<file path="src/rtl/obi_req_initiator.sv">
// OBI request-side initiator: turns sequencer commands into OBI address-phase
// requests and returns each OBI response in order, tagged read or write.
module obi_req_initiator #(
  parameter int  MAX_OUTSTANDING = 2,
  parameter int  ADDR_WIDTH      = 32,
  parameter int  DATA_WIDTH      = 32,
  localparam int BE_WIDTH        = DATA_WIDTH / 8,
  localparam int CNT_WIDTH       = $clog2(MAX_OUTSTANDING + 1)
) (
  input  logic                  clk_i,
  input  logic                  rst_i,
  input  logic                  cmd_valid_i,
  output logic                  cmd_ready_o,
  input  logic                  cmd_we_i,
  input  logic [ADDR_WIDTH-1:0] cmd_addr_i,
  input  logic [BE_WIDTH-1:0]   cmd_be_i,
  input  logic [DATA_WIDTH-1:0] cmd_wdata_i,
  input  logic                  en_stall_i,
  input  logic [3:0]            req_stall_i,
  output logic                  req_o,
  input  logic                  gnt_i,
  output logic [ADDR_WIDTH-1:0] addr_o,
  output logic                  we_o,
  output logic [BE_WIDTH-1:0]   be_o,
  output logic [DATA_WIDTH-1:0] wdata_o,
  input  logic                  rvalid_i,
  input  logic [DATA_WIDTH-1:0] rdata_i,
  output logic                  rsp_valid_o,
  output logic                  rsp_we_o,
  output logic [DATA_WIDTH-1:0] rsp_rdata_o,
  output logic [CNT_WIDTH-1:0]  outstanding_o,
  output logic                  err_o
);

  localparam int IDX_WIDTH = (MAX_OUTSTANDING > 1) ? $clog2(MAX_OUTSTANDING) : 1;
  localparam logic [CNT_WIDTH-1:0] MAX_CNT  = CNT_WIDTH'(MAX_OUTSTANDING);
  localparam logic [IDX_WIDTH-1:0] LAST_IDX = IDX_WIDTH'(MAX_OUTSTANDING - 1);

  typedef enum logic [1:0] {IDLE = 2'd0, STALL = 2'd1, REQ = 2'd2} state_t;

  state_t                  state, state_next, accept_target;
  logic                    hold_we;
  logic [ADDR_WIDTH-1:0]   hold_addr;
  logic [BE_WIDTH-1:0]     hold_be;
  logic [DATA_WIDTH-1:0]   hold_wdata;
  logic [3:0]              stall_cnt, stall_val;
  logic [MAX_OUTSTANDING-1:0] tag_mem;
  logic [IDX_WIDTH-1:0]    wr_idx, rd_idx;
  logic                    wr_wrap, rd_wrap;
  logic [CNT_WIDTH-1:0]    cnt, cnt_next;
  logic                    fifo_empty, push, pop, accept;
  logic                    rsp_valid, rsp_we, err;
  logic [DATA_WIDTH-1:0]   rsp_rdata;

  // Advance a tag pointer modulo the FIFO depth, flipping the wrap bit on rollover.
  function automatic logic [IDX_WIDTH:0] bump(input logic [IDX_WIDTH-1:0] idx, input logic wrap);
    if (idx == LAST_IDX) begin
      return {~wrap, {IDX_WIDTH{1'b0}}};
    end else begin
      return {wrap, idx + IDX_WIDTH'(1)};
    end
  endfunction

  assign req_o         = (state == REQ);
  assign push          = req_o && gnt_i;
  assign fifo_empty    = (wr_idx == rd_idx) && (wr_wrap == rd_wrap);
  assign pop           = rvalid_i && !fifo_empty;
  assign cmd_ready_o   = (state == IDLE) || push;
  assign accept        = cmd_valid_i && cmd_ready_o;
  assign stall_val     = en_stall_i ? req_stall_i : 4'd0;
  assign accept_target = ((stall_val == 4'd0) && (cnt_next < MAX_CNT)) ? REQ : STALL;

  assign addr_o  = req_o ? hold_addr : {ADDR_WIDTH{1'b0}};
  assign we_o    = req_o && hold_we;
  assign be_o    = req_o ? hold_be : {BE_WIDTH{1'b0}};
  assign wdata_o = (req_o && hold_we) ? hold_wdata : {DATA_WIDTH{1'b0}};

  assign rsp_valid_o   = rsp_valid;
  assign rsp_we_o      = rsp_we;
  assign rsp_rdata_o   = rsp_rdata;
  assign outstanding_o = cnt;
  assign err_o         = err;

  // Outstanding count as it will be after this cycle's grant and retire.
  always_comb begin
    cnt_next = cnt;
    if (push && !pop) begin
      cnt_next = cnt + CNT_WIDTH'(1);
    end else if (pop && !push) begin
      cnt_next = cnt - CNT_WIDTH'(1);
    end else begin
      cnt_next = cnt;
    end
  end

  // FSM next-state logic.
  always_comb begin
    state_next = state;
    case (state)
      IDLE: begin
        if (accept) state_next = accept_target;
        else        state_next = IDLE;
      end
      REQ: begin
        if (accept)     state_next = accept_target;
        else if (gnt_i) state_next = IDLE;
        else            state_next = REQ;
      end
      STALL: begin
        if ((stall_cnt == 4'd0) && (cnt_next < MAX_CNT)) state_next = REQ;
        else                                            state_next = STALL;
      end
      default: state_next = IDLE;
    endcase
  end

  // FSM state register.
  always_ff @(posedge clk_i or posedge rst_i) begin
    if (rst_i) state <= IDLE;
    else       state <= state_next;
  end

  // Holding register and stall counter; k stall cycles load k-1 so REQ lands k cycles late.
  always_ff @(posedge clk_i or posedge rst_i) begin
    if (rst_i) begin
      hold_we    <= 1'b0;
      hold_addr  <= {ADDR_WIDTH{1'b0}};
      hold_be    <= {BE_WIDTH{1'b0}};
      hold_wdata <= {DATA_WIDTH{1'b0}};
      stall_cnt  <= 4'd0;
    end else if (accept) begin
      hold_we    <= cmd_we_i;
      hold_addr  <= cmd_addr_i;
      hold_be    <= cmd_be_i;
      hold_wdata <= cmd_wdata_i;
      stall_cnt  <= (stall_val == 4'd0) ? 4'd0 : stall_val - 4'd1;
    end else if ((state == STALL) && (stall_cnt != 4'd0)) begin
      stall_cnt  <= stall_cnt - 4'd1;
    end
  end

  // Tag FIFO and outstanding counter.
  always_ff @(posedge clk_i or posedge rst_i) begin
    if (rst_i) begin
      tag_mem <= {MAX_OUTSTANDING{1'b0}};
      wr_idx  <= {IDX_WIDTH{1'b0}};
      wr_wrap <= 1'b0;
      rd_idx  <= {IDX_WIDTH{1'b0}};
      rd_wrap <= 1'b0;
      cnt     <= {CNT_WIDTH{1'b0}};
    end else begin
      if (push) begin
        tag_mem[wr_idx]   <= hold_we;
        {wr_wrap, wr_idx} <= bump(wr_idx, wr_wrap);
      end
      if (pop) begin
        {rd_wrap, rd_idx} <= bump(rd_idx, rd_wrap);
      end
      cnt <= cnt_next;
    end
  end

  // Registered response port and sticky error on an unmatched rvalid.
  always_ff @(posedge clk_i or posedge rst_i) begin
    if (rst_i) begin
      rsp_valid <= 1'b0;
      rsp_we    <= 1'b0;
      rsp_rdata <= {DATA_WIDTH{1'b0}};
      err       <= 1'b0;
    end else begin
      rsp_valid <= pop;
      if (pop) begin
        rsp_we    <= tag_mem[rd_idx];
        rsp_rdata <= tag_mem[rd_idx] ? {DATA_WIDTH{1'b0}} : rdata_i;
      end
      if (rvalid_i && fifo_empty) err <= 1'b1;
    end
  end

endmodule

</file>
<file path="config.mk">
export PLATFORM = sky130hd
export DESIGN_NAME = obi_req_initiator
export DESIGN_NICKNAME = d
export VERILOG_FILES = /design/src/rtl/obi_req_initiator.sv
export SDC_FILE = /design/constraint.sdc
export NUM_CORES = 1
export LEC_CHECK = 0
export ABC_AREA = 1
export CAP_MARGIN = 0
export CORE_MARGIN = 5
export CORE_UTILIZATION = 40
export CTS_BUF_LIST = sky130_fd_sc_hd__clkbuf_16
export DETAILED_ROUTE_END_ITERATION = 7
export PLACE_DENSITY = 0.76
export SLEW_MARGIN = 10
export SYNTH_ARGS = -nofsm -noshare
export SYNTH_HDL_FRONTEND = slang
export SYNTH_SLANG_ARGS = --single-unit
</file>
<file path="constraint.sdc">
create_clock -name clk_i -period 7.1 [get_ports clk_i]
set_input_delay 1.065 -clock clk_i [delete_from_list [all_inputs] [get_ports clk_i]]
set_output_delay 1.065 -clock clk_i [all_outputs]
set_load 0.01 [all_outputs]
</file>
Yosys cells after proc, flatten, opt, wreduce, memory -nomap -nowiden. Cells that the tools add are included.

Bits in registers: 118. Input port bits: 111. Output and inout port bits: 108.

Add/sub/neg operators: 6. $lt $le $gt $ge: 4. Eq/ne operators: 4. Mux-type cells: 23. Bitwise operators: 2. Reduce and logical (&&, ||, !) cells: 23.

Operators by type and width (number): $mux W32 (3); $mux W4 (5); $mux W2 (7); $logic_and A1 B1 Y1 (12); $logic_not A4 Y1 (2); $sub A4 B1 Y4 const B (2); $pmux W2 S3 (1); $mux W1 (5); $lt A1 B2 Y1 const B (2); $reduce_and A2 Y1 (2); $reduce_bool A4 Y1 (1); $logic_not A1 Y1 (3); $add A1 B1 Y1 const B (2); $add A2 B1 Y2 const B (1); $bwmux W2 (1); $eq A1 B1 Y1 (2); $eq A2 B1 Y1 const B (1); $eq A2 B2 Y1 const B (1); $logic_not A2 Y1 (1); $lt A2 B2 Y1 const B (1); $not A1 Y1 (2); $reduce_bool A2 Y1 (1); $sub A2 B1 Y2 const B (1); $demux W1 S1 (1); other kinds (2) (2).

Logic depth before layout (Yosys ltp).
Depth after elaboration: 12. Gate-level depth with buffers: 13. Depth with buffers taken out: 13.

Least setup slack after synthesis. OpenSTA, ideal clock, no wires.

Path kind: input -> output. Start point: in gnt_i. End point: out cmd_ready_o. Arrival: 1.292 ns. Required time: 6.035 ns. Slack: 4.743 ns. Cell stages on the path: 2. Path buffers: 0. Cell sequence: inv_2 a21oi_2.

Cells in the longest elaborated chain, start to end: 2.

RTL lines: start, declared (line 21) `input logic gnt_i,`; $logic_and A1 B1 Y1 (line 65) `assign push = req_o && gnt_i;`; $logic_or A1 B1 Y1 (line 68) `assign cmd_ready_o = (state == IDLE) || push;`; end, declared (line 13) `output logic cmd_ready_o,`.

No other way between the ends.

Worst setup path in the final report.
Start point: reg state[1]. End point: out wdata_o[13].

Cells in the longest elaborated chain, start to end: 3.

RTL lines: start, declared (line 41) `state_t state, state_next, accept_target;`; start signal, assigned (line 120) `else state <= state_next;`; $eq A2 B2 Y1 (line 64) `assign req_o = (state == REQ);`; $logic_and A1 B1 Y1 (line 76) `assign wdata_o = (req_o && hold_we) ? hold_wdata : {DATA_WIDTH{1'b0}};`; $mux W32 (line 76); end, declared (line 25) `output logic [DATA_WIDTH-1:0] wdata_o,`.

No other way between the ends.

==> flow_summary.yaml <==
finish:
  fillers: 1192
  area_growth_pct: 48.9
  n_antenna_cell: 0
  drive_above_1_share_pct: 15.7
  nNetsFinal: 958
  finalNonFillerCells: 1035
  multiInputGateArea_mm2: 0.00201
  register_area_mm2: 0.00295
placed_design:
  io_buffers: 218
  gp_congestion: 0.840
  post-dp-hpwl_mm: 9.82
  dp.cells: 1004
  post-place-ws_ns: 3.44
power_and_ir_drop:
  p_per_area_mw_per_mm2: 388
  sw_frac_of_total_pct: 36.3
  peakVddDrop_mv: 0.190
  p_int_mw: 2.04
  p_leak_nw: 3.82
  p_switching_mw: 1.16
  p_seq_share_pct: 34.8
  clock_power_share_pct: 23.6
  power_frac_comb_pct: 41.6
  p_total_mw: 3.20
synthesis:
  synth_cell_types: 28
  yosysWarnings: 0
  post-synth-top-count-cell: "nand2_1"
  synth_top_area_cell: "dfrtp_1"
  synth_area_leaders: "dfrtp_1 (53%), nand2_1 (12%), o21ai_2 (9.6%)"
  syn_area_per_cell_um2: 8.77
  synth_nets: 747
  synth-main-ff-cell: "dfrtp_1"
  syn_area_mm2: 0.00554
  synth_cells: 632
  synth_edf_count: 0
  yosys_register_bits: 118
  ys_seq_area_share_pct: 53.3
  netlist_top_cells_count: "nand2_1 (173), dfrtp_1 (118), inv_1 (85)"
  ys_async_sr_fraction_pct: 100
  synth_top_area_share_pct: 53.3
drt:
  vias_per_cell: 4.49
  drt_iter0_drc: 220
  drt_pass1_iterations: 4
  ant_nets: 0
  wl_per_cell_um: 13.4
  num_vias: 4649
  finalWirelength_mm: 13.9
  drc: 0
floorplanning:
  dieWidth_um: 128
  core_mm2: 0.0137
  ios: 219
  dieArea_mm2: 0.0163
  initial_utilization_pct: 40.4
  fp-row-count: 43
  die_y_um: 128
global_routing:
  top_usage_layer: "met2"
  met3_usage_pct: 5.33
  grt_pass1_wl_mm: 22.7
  antenna_found_initial: 0
  grt_pass1_vias: 4535
  grt_use_met2_pct: 27.2
  grt_max_degree: 86
  use_met1_pct: 22.7
  gr-total-overflow: 0
  grt.total_usage_pct: 17.3
clock_tree:
  htree_levels: 4
  postCtsHoldBufs: 0
  cts_tree: "yes"
  cts_root_buf: "clkbuf_16"
  clk_latency_ns: 0.40
  cts_resized: 0
  cts_buffers: 17
  clkTransAtPathRegs_ns: 0.05
  clock_path_buffers: 2
  cts_setup_buffers: 0
  cts_sinks: 118
critical_path:
  cp_top_family: "buffers and inverters"
  cp.arrival_ns: 2.63
  critical_path.max_fanout: 39
  endpoint_kind: "primary output"
  critPathKind: "reg -> out"
  path_buf_inv: 4
  cp.required_ns: 6.03
  crit_path_start_kind: "register"
  cp_cell_sequence: "inv_1 -> nor2_2 -> inv_2 -> nor2_2 -> inv_2 -> nor2_1 -> clkdlybuf4s50_1"
  cp_slowest_stage_delay_ns: 0.52
  cp_slowest_cell: "inv_2"
run:
  drv_cap: 0
sta:
  setup_ws_ns: 3.40
  worst_pin_slew_ns: 0.836
  setup_viol: 0
  max_freq_mhz: 271
  rsz0062_at_grt: "no"
  hold_viol: 0
  fin_crit_ns: 3.70
  fin_tns_setup_ns: 0
  timing.final.crit_share_pct: 52.1
  drv_slew: 0
  fin_skew_ns: 0.00388
  max_slew_margin_pct: 44.3
outcome:
  status: "completed"
min_path:
  min_path_type: "reg -> reg"
==> sequential cells by signal (all words and copies together) (netlist names), 2 cells and up <==
signal         flops
tag_mem            2
state              2
outstanding_o      2
hold_addr         32
rsp_rdata_o       32
stall_cnt          4
hold_wdata        32
hold_be            4
==> power by group through the flow <==
stage | Combinational, mW | Clock, mW | Sequential, mW
after floorplan | 0.875 | 0 | 1.15
after global placement | 1.32 | 0 | 1.11
after detailed placement | 1.35 | 0 | 1.13
after CTS | 1.36 | 0.775 | 1.12
after global routing | 1.49 | 0.804 | 1.15
final | 1.33 | 0.757 | 1.11
==> worst paths after layout <==
path                                     from                           to  slack [ns]  depth (start not counted)
min in group asynchronous               rst_i  rsp_rdata_o[21]$_DFFE_PP0P_        1.14                          2
setup / recovery           state[1]$_DFF_PP0_                  wdata_o[13]        3.40                          7
setup reg to reg           state[1]$_DFF_PP0_    hold_addr[30]$_DFFE_PP0N_        4.63                          5
hold / removal              err_o$_DFFE_PP0P_            err_o$_DFFE_PP0P_        0.47                          1
max in group asynchronous               rst_i     hold_addr[3]$_DFFE_PP0N_        4.70                          3
hold reg to reg             err_o$_DFFE_PP0P_            err_o$_DFFE_PP0P_        0.47                          1
==> stage by stage <==
| stage | util [%] | area, um2 | hold WS [ns] |
|---|---|---|---|
| after CTS | 60.2 | 8250 | 0.472 |
| after floorplan | - | 5540 | 0.455 |
| final | 60.2 | 8250 | 0.468 |
| after global routing | 60.2 | 8250 | 0.499 |
| after detailed placement | 56.4 | 7730 | 0.460 |
| after global placement | 56.4 | 7730 | 0.452 |
==> logic make-up after synthesis <==
family                   count (synthesis)  synth area share (%)
AND/OR/NAND/NOR                        306                  23.0
flip-flops                             118                  53.3
XOR/XNOR                                 4                 0.632
buffers and inverters                  118                  10.4
adder cells (fa/ha/maj)                  4                 0.903
AO/OA/AOI/OAI                           82                  11.7
==> layout by cell type, fill, tap and decap left out, drive strengths merged <==
cell type / synthesis / final
inv: 90 / 92
xnor2: 3 / 3
or2: 1 / 1
xor2: 1 / 1
nor2: 82 / 82
dfrtp: 118 / 118
a21oi: 3 / 3
nand4: 1 / 1
clkbuf: 1 / 17
a31o: 1 / 1
buf: 27 / 2
nand3: 16 / 16
o21ai: 77 / 77
nand2: 205 / 205
clkinvlp: 0 / 3
a22oi: 1 / 1
bufinv: 0 / 1
clkdlybuf4s50: 0 / 218
ha: 4 / 4
clkinv: 0 / 8
nor3: 1 / 1
==> metal layers <==
layer,wire (um),vias to the layer above
li1,-,2349
met1,5910,2128
met2,6680,152
met3,1040,20
met4,253,0
met5,0,-
==> layout make-up <==
class	count	area share (%)
clock buffers	17	5.15
clock inverters	14	1.17
inverters	90	4.18
well taps	180	2.73
multi-input cells	396	24.4
flip-flops and latches	118	35.8
repair buffers	220	26.6
(Power assumes the default switching activity.)
